**src/rtl/hazard_control_unit.sv**
```systemverilog
// Stall/flush sequencer for the 5-stage pipeline: start-up fill, load-use bubble, redirect flush, memory-wait freeze.
// Latency: control outputs are combinational from state and inputs; state and perf counters update on the next Clk edge.
// Backpressure: Dmem_Busy freezes PC, IF/ID, ID/EX and EX/MEM, and the REDIRECT countdown, until memory is ready.
module hazard_control_unit #(
  parameter int STARTUP_CYCLES = 2,
  parameter int FLUSH_CYCLES   = 2,
  parameter int CNT_W          = 16
) (
  input  logic             Clk,
  input  logic             Reset_n,
  input  logic [4:0]       rs1_ID,
  input  logic [4:0]       rs2_ID,
  input  logic             Rs1_Valid_ID,
  input  logic             Rs2_Valid_ID,
  input  logic [4:0]       rd_EX,
  input  logic             Write_Enable_EX,
  input  logic             I_Type_Load_EX,
  input  logic             Redirect_EX,
  input  logic             Dmem_Busy,
  output logic             PC_Stall,
  output logic             PC_Redirect_Sel,
  output logic             IF_ID_Stall,
  output logic             IF_ID_Flush,
  output logic             ID_EX_Stall,
  output logic             ID_EX_Flush,
  output logic             EX_MEM_Stall,
  output logic [1:0]       Ctrl_State,
  output logic [CNT_W-1:0] Stall_Cycle_Count,
  output logic [CNT_W-1:0] Flush_Event_Count
);

  localparam logic [1:0] ST_STARTUP  = 2'd0;
  localparam logic [1:0] ST_RUN      = 2'd1;
  localparam logic [1:0] ST_REDIRECT = 2'd2;
  localparam logic [1:0] ST_MEM_WAIT = 2'd3;

  localparam logic [3:0]       START_LOAD   = 4'(STARTUP_CYCLES);
  localparam logic [3:0]       FLUSH_RELOAD = 4'(FLUSH_CYCLES - 1);
  localparam logic [CNT_W-1:0] CNT_MAX      = '1;

  logic [1:0] state;
  logic [1:0] ret_state;
  logic [1:0] eff_state;
  logic [3:0] cnt;
  logic       load_use;
  logic       flush_evt;

  // Load in EX whose destination is read by the instruction in ID; x0 never hazards.
  always_comb begin
    load_use = I_Type_Load_EX & Write_Enable_EX & (rd_EX != 5'd0) &
               ((Rs1_Valid_ID & (rs1_ID == rd_EX)) | (Rs2_Valid_ID & (rs2_ID == rd_EX)));
  end

  // Leaving MEM_WAIT behaves exactly like the return-state in the same cycle.
  always_comb begin
    eff_state = ((state == ST_MEM_WAIT) && !Dmem_Busy) ? ret_state : state;
  end

  // Pipeline controls, Dmem_Busy > Redirect_EX > REDIRECT flushing > load-use.
  always_comb begin
    PC_Stall        = 1'b0;
    PC_Redirect_Sel = 1'b0;
    IF_ID_Stall     = 1'b0;
    IF_ID_Flush     = 1'b0;
    ID_EX_Stall     = 1'b0;
    ID_EX_Flush     = 1'b0;
    EX_MEM_Stall    = 1'b0;
    flush_evt       = 1'b0;
    case (eff_state)
      ST_STARTUP: begin
        PC_Stall    = 1'b1;
        IF_ID_Flush = 1'b1;
        ID_EX_Flush = 1'b1;
      end
      ST_RUN, ST_REDIRECT: begin
        if (Dmem_Busy) begin
          PC_Stall     = 1'b1;
          IF_ID_Stall  = 1'b1;
          ID_EX_Stall  = 1'b1;
          EX_MEM_Stall = 1'b1;
        end else if (Redirect_EX) begin
          PC_Redirect_Sel = 1'b1;
          IF_ID_Flush     = 1'b1;
          ID_EX_Flush     = 1'b1;
          flush_evt       = 1'b1;
        end else if (eff_state == ST_REDIRECT) begin
          // ID holds a wrong-path instruction, so load-use is not considered.
          IF_ID_Flush = 1'b1;
          ID_EX_Flush = 1'b1;
        end else if (load_use) begin
          PC_Stall    = 1'b1;
          IF_ID_Stall = 1'b1;
          ID_EX_Flush = 1'b1;
          flush_evt   = 1'b1;
        end
      end
      default: begin
        PC_Stall     = 1'b1;
        IF_ID_Stall  = 1'b1;
        ID_EX_Stall  = 1'b1;
        EX_MEM_Stall = 1'b1;
      end
    endcase
  end

  // Sequencer state, countdown and return-state bookkeeping.
  always_ff @(posedge Clk or negedge Reset_n) begin
    if (!Reset_n) begin
      state     <= ST_STARTUP;
      cnt       <= START_LOAD;
      ret_state <= ST_RUN;
    end else begin
      case (eff_state)
        ST_STARTUP: begin
          if (cnt <= 4'd1) state <= ST_RUN;
          else             cnt   <= cnt - 4'd1;
        end
        ST_RUN, ST_REDIRECT: begin
          if (Dmem_Busy) begin
            state     <= ST_MEM_WAIT;
            ret_state <= eff_state;
          end else if (Redirect_EX) begin
            cnt   <= FLUSH_RELOAD;
            state <= (FLUSH_CYCLES == 1) ? ST_RUN : ST_REDIRECT;
          end else if (eff_state == ST_REDIRECT) begin
            if (cnt <= 4'd1) begin
              state <= ST_RUN;
            end else begin
              state <= ST_REDIRECT;
              cnt   <= cnt - 4'd1;
            end
          end else begin
            state <= ST_RUN;
          end
        end
        default: state <= ST_MEM_WAIT;
      endcase
    end
  end

  // Saturating performance counters.
  always_ff @(posedge Clk or negedge Reset_n) begin
    if (!Reset_n) begin
      Stall_Cycle_Count <= '0;
      Flush_Event_Count <= '0;
    end else begin
      if (PC_Stall && (Stall_Cycle_Count != CNT_MAX))
        Stall_Cycle_Count <= Stall_Cycle_Count + 1'b1;
      if (flush_evt && (Flush_Event_Count != CNT_MAX))
        Flush_Event_Count <= Flush_Event_Count + 1'b1;
    end
  end

  assign Ctrl_State = state;

endmodule
```
**config.mk**
```make
export PLATFORM = sky130hd
export DESIGN_NAME = hazard_control_unit
export DESIGN_NICKNAME = d
export VERILOG_FILES = /design/src/rtl/hazard_control_unit.sv
export SDC_FILE = /design/constraint.sdc
export NUM_CORES = 1
export LEC_CHECK = 0
export CAP_MARGIN = 20
export CORE_MARGIN = 1
export CORE_UTILIZATION = 36
export CTS_BUF_LIST = sky130_fd_sc_hd__clkbuf_2
export CTS_CLUSTER_SIZE = 40
export DETAILED_ROUTE_END_ITERATION = 8
export RECOVER_POWER = 100
export SETUP_SLACK_MARGIN = 0.4
export SYNTH_ARGS = -nofsm -noshare
export SYNTH_HDL_FRONTEND = slang
export SYNTH_SLANG_ARGS = --single-unit
export TNS_END_PERCENT = 30
```
**constraint.sdc**
```tcl
create_clock -name Clk -period 3.9 [get_ports Clk]
set_input_delay 0.78 -clock Clk [delete_from_list [all_inputs] [get_ports Clk]]
set_output_delay 0.78 -clock Clk [all_outputs]
set_load 0.1 [all_outputs]
```
### Word-level counts from Yosys, hierarchy flattened

Index checks and enable logic that the tools add are counted.

* add/sub/neg operators: 3
* multiplexer cells: 34
* bitwise logic cells: 6
* reduce and logical (&&, ||, !) cells: 10
* $lt $le $gt $ge: 1
* equal/unequal tests: 10

Operator list (number)
* 16-bit by 1-bit adder with 16-bit output (second input constant): 2
* 16-bit != test (second input constant): 2
* 1-bit 2-to-1 mux: 18
* 4-bit 2-to-1 mux: 4
* 2-bit 2-to-1 mux: 6
* 5-bit == test: 2
* 1-bit one-hot mux with 2 select lines: 4
* 4-bit one-hot mux with 2 select lines: 1
* 1-bit bitwise AND: 5
* 5-bit nonzero test: 1
* 2-bit == test (second input constant): 2
* 4-bit by 1-bit <= comparator with 1-bit output (second input constant): 1
* 2-bit != test (second input constant): 2
* 2-bit one-hot mux with 2 select lines: 1
* 4-bit by 1-bit subtractor with 4-bit output (second input constant): 1
* 1-bit logical AND: 3
* 3-bit != test (second input constant): 1
* 3-bit AND reduction: 1
* 2-bit by 1-bit == test with 1-bit output (second input constant): 1
* 2-bit logical NOT: 1
* 2-bit AND reduction: 1
* 2-bit nonzero test: 1
* 2-bit OR reduction: 1
* 1-bit logical NOT: 1
* 1-bit bitwise OR: 1

* output and inout port bits: 41
* input bits: 23
* bits in registers: 40

### Longest topological paths before layout

* depth after elaboration: 10
* gate-level depth with buffers: 12
* gate-level depth less buffers: 11

### Worst setup path before layout

Ideal clock, no wire load.

* kind: reg2out
* from: register state[0], in the netlist Ctrl_State[0]
* to: output ID_EX_Flush
* buffers on the path: 1
* stages on the path, launching flop included: 9
* arrival: 4.396 ns
* path slack: -1.276 ns
* data required time: 3.120 ns
* path through: dfrtp_1 > inv_1 > or3_1 > and2_1 > ha_1 > clkbuf_1 > nor3_1 > nor2_1 > o21ai_0

* word-level cells in the longest chain between the ends: 8
* elaborated cells between the ends (all ways): 11
* classes of those cells: 3 x eq/ne; 5 x mux; 3 x reduce/logical

RTL lines
* start: declaration: line 41 `logic [1:0] state;`
* start signal: assignment: line 124 `state <= (FLUSH_CYCLES == 1) ? ST_RUN : ST_REDIRECT;`
* 2-bit == test (*): line 56 `eff_state = ((state == ST_MEM_WAIT) && !Dmem_Busy) ? ret_state : state;`
* 1-bit logical AND (*): line 56
* 2-bit 2-to-1 mux (*): line 56
* via eff_state[1]: line 43 `logic [1:0] eff_state;`
* 2-bit == test: line 69, 86
* 1-bit 2-to-1 mux: line 86 `end else if (eff_state == ST_REDIRECT) begin`
* 1-bit 2-to-1 mux: line 81 `end else if (Redirect_EX) begin`
* 1-bit 2-to-1 mux: line 76 `if (Dmem_Busy) begin`
* 1-bit one-hot mux with 2 select lines (*): line 69 `case (eff_state)`
* end: declaration: line 25 `output logic ID_EX_Flush,`

Mark *: on every way through the listed nets, which the timed path passes. The rest lies on a longest branch.

### Worst setup path after layout

* from: register state[0], in the netlist Ctrl_State[0]
* to: output IF_ID_Flush

* word-level cells in the longest chain between the ends: 8
* elaborated cells between the ends (all ways): 11
* classes of those cells: 3 x eq/ne; 5 x mux; 3 x reduce/logical

RTL lines
* 2-bit == test (*): line 56
* 1-bit logical AND (*): line 56
* 2-bit 2-to-1 mux (*): line 56
* via eff_state[1]: line 43
* 2-bit == test: line 69, 86
* 1-bit 2-to-1 mux: line 86
* 1-bit 2-to-1 mux: line 81
* 1-bit 2-to-1 mux: line 76
* 1-bit one-hot mux with 2 select lines (*): line 69
* end: declaration: line 23 `output logic IF_ID_Flush,`

Marks and branches as above.

==> results.toml <==
[placed_design]
portBuffers = 63
place_hpwl_mm = 3.651
place.gp.congestion = 0.7778

[route]
ant_nets = 0
vias = 1887
dr.max_layer_used = "met4"
dr_wl_met3_um = 337
met1_length_mm = 2.482
drc_errors = 0
wl_met2_mm = 2.157
drt_wl_total_mm = 5.040
dr.first_iter.drc_count = 48
wl_per_cell_um = 13.02
dr.pass1.iters = 4
via_per_inst = 4.876

[logic_synthesis]
synth_top_cell_by_area = "dfrtp_1"
syn-num-nets = 263
synth_warnings = 0
netlist_area_um2 = 2256
synth.distinct_cells = 42
yosysSeqAreaShare_pct = 44.48
netlist.area_leader.share_pct = 42.15
syn_avg_cell_area_um2 = 9.682
synth-seq-cells = 40
synthTopCellsByArea = "dfrtp_1 (42%), xor2_1 (9.7%), xnor2_1 (5.8%)"
synthCells = 233

[critical_path]
setup.worst_path.end_class = "output port"
worst_ep_arrival_time_ns = 2.72
cp.required_ns = 3.12
path_class = "flop to output port"
start_kind = "flop"
cp_max_fo = 6

[cells_and_area]
fill_cells = 555
multi_input_area_um2 = 1222
synthToLayoutAreaGrowth_pct = 40.49
nNetsFinal = 341
regArea_um2 = 1005
n_antenna_cell = 0
utilization_pct = 52.90
drive_gt1_share_pct = 14.42

[sta]
clock.fmax_ghz = 0.2859
setup_viol = 0
slew_headroom_pct = -42.92
post-route-min-period_ns = 3.498
period_share_pct = 89.69
tns_ns = 0
rsz0062_at_grt = "true"
skew_ns = 0.009962
worstMarginPinSlew_ns = 2.144
final_hold_viol_count = 0
final_max_slew_viol_count = 41

[floorplan]
start_util_pct = 37.66
die_area_um2 = 6587
coreArea_um2 = 5991
num_io_pins = 64
die_x_um = 81.16
row_count = 28
die_y_um = 81.16

[outcome]
violations = "max-capacitance violations, max-slew violations"
status = "finished, violations left"

[worst_hold_path]
hold_path.class = "flop to flop"

[grt]
grt_overflow = 0
grt_util_all_layers_pct = 16.54
grt_max_degree = 41
grt_pass1_wl_mm = 8.342
grt_pass1_vias = 1794
antenna_found_initial = 0

[run]
maxCapViolations = 2

[cts]
cts_tree = "built"
cts-root-buf = "clkbuf_2"
cts_inserted_buffers = 5
clock_path_buffers = 2
cts-hold-fix-buffers = 0
clk_latency_ns = 0.38
htreeDepth = 2
clock_sinks = 40
clk_pin_slew_worst_paths_ns = 0.19

[pwr]
p_leak_nw = 1.358
powerDensity_nw_per_um2 = 872.2
irDropWorstVdd_mv = 0.8093
## cells by family (layout without fill, tap and decap cells)
kind of cell / count (synthesis) / after routing / share of synthesized area (%)
simple gates: 103 / 103 / 23.02
xor+xnor: 40 / 40 / 15.53
flops: 40 / 40 / 44.48
compound gates: 23 / 23 / 7.487
buf+inv: 16 / 95 / 3.494
fa+ha+maj: 7 / 7 / 3.882
mux: 4 / 4 / 2.107
## cell type report
type | instances | area share, %
clock buffers | 7 | 1.105
clock inverters | 1 | 0.1184
inverters | 12 | 1.461
multi-input cells | 177 | 38.57
flip-flops and latches | 40 | 31.70
well taps | 75 | 2.961
repair buffers | 75 | 24.08
## per-layer routing
layer / vias up / track usage (%)
met4: 0 / 5.357
met2: 50 / 25.38
met5: - / 0
met1: 879 / 22.56
met3: 6 / 4.382
li1: 952 / -
## critical path: stages, from the launching register on
cell      delay [ns]
dfrtp_2         0.42
inv_1           0.07
or3_1           0.36
and2_0          0.23
ha_1            0.39
nor3_1          0.24
nor2_2          0.09
nor2_2          0.08
clkbuf_2        0.45
## cell usage after synthesis
| library cell | number |
|---|---|
| and2_1 | 1 |
| a21oi_1 | 2 |
| mux2i_1 | 1 |
| or3_1 | 3 |
| a311oi_1 | 1 |
| mux2_4 | 1 |
| o21ai_1 | 1 |
| nand2b_1 | 5 |
| nand3_1 | 13 |
| a2111oi_0 | 1 |
| and4_1 | 1 |
| a211oi_1 | 1 |
| or2_2 | 1 |
| nor3b_1 | 2 |
| clkbuf_1 | 1 |
| nand2_1 | 24 |
| and3_1 | 2 |
| buf_6 | 2 |
| dfrtp_1 | 38 |
| o22ai_2 | 1 |
| ha_1 | 7 |
| o21ai_0 | 8 |
| nor3_1 | 11 |
| o22ai_1 | 1 |
| a31oi_4 | 1 |
| dfstp_2 | 2 |
| nor2_1 | 24 |
| o31ai_1 | 2 |
| nand4_1 | 6 |
| xnor2_1 | 15 |
| xor2_1 | 25 |
| or3_2 | 1 |
| a31oi_1 | 2 |
| inv_1 | 12 |
| nor3_2 | 3 |
| or4_1 | 2 |
| o211ai_2 | 1 |
| buf_4 | 1 |
| mux2_2 | 2 |
| nor4_1 | 2 |
| a21oi_2 | 1 |
| nor4b_1 | 2 |
## path summary, 6_finish.rpt
path | startpoint | to | slack [ns] | depth (start not counted)
worst max-delay path | Ctrl_State[0] | IF_ID_Flush | 0.40 | 8
worst min-delay path | ret_state[0] | ret_state[0] | 0.50 | 2
worst max register to register | Ctrl_State[0] | Stall_Cycle_Count[14] | 0.49 | 10
worst min register to register | ret_state[0] | ret_state[0] | 0.50 | 2
max in group asynchronous | Reset_n | Ctrl_State[0] | 1.55 | 1
min in group asynchronous | Reset_n | Stall_Cycle_Count[4] | 0.98 | 1
## metrics by stage
stage | total power [mW] | instance area [um2] | hold WS (ns) | setup WS [ns] | cells
floorplan | 2.073 | 2295 | 0.4598 | 0.2828 | 233
global placement | 2.617 | 3088 | 0.4779 | 0.1995 | 372
detailed placement | 2.628 | 3088 | 0.4750 | 0.1841 | 372
CTS | 2.910 | 3198 | 0.4977 | 0.3725 | 383
global route | 2.911 | 3169 | 0.5423 | 0.1839 | 387
finish | 2.764 | 3169 | 0.5026 | 0.4023 | 387
## placed cells by master, fill, tap and decap left out, drive strengths merged, types with 2 or more instances in the layout
master and n:
nand4 6, or3 4, mux2 3, dlygate4sd3 34, and3 2, dfstp 2
nor4b 2, o21ai 9, xnor2 15, or4 2, ha 7, dlymetal6s2s 2
inv 11, buf 14, a31oi 3, nor3 14, xor2 25, o31ai 2
nand2 24, nand3 13, nor4 2, dfrtp 38, nor2 24, clkbuf 13
clkdlybuf4s50 19, nor3b 2, a21oi 3, nand2b 5, o22ai 2
## repair_timing
| action | in CTS | in global routing |
|---|---|---|
| pin swaps | 3 | 4 |
| gates resized for setup | 9 | 9 |
| setup endpoints to repair | 6 | 6 |
| buffers inserted | 3 | 4 |
| gates cloned | 0 | 0 |
## sequential cells by signal, indices dropped and copies added (netlist names)
signal / cells
Flush_Event_Count: 16
Stall_Cycle_Count: 16
cnt: 4
Ctrl_State: 2
ret_state: 2
## power by group
group,internal (mW),total [mW],switching (mW),leakage [nW]
sequential,0.511,0.607,0.0957,0.474
combinational,0.562,1.98,1.42,0.853
clock,0.0481,0.176,0.128,0.0306
total,1.12,2.76,1.64,1.36
(Power assumes the default switching activity.)
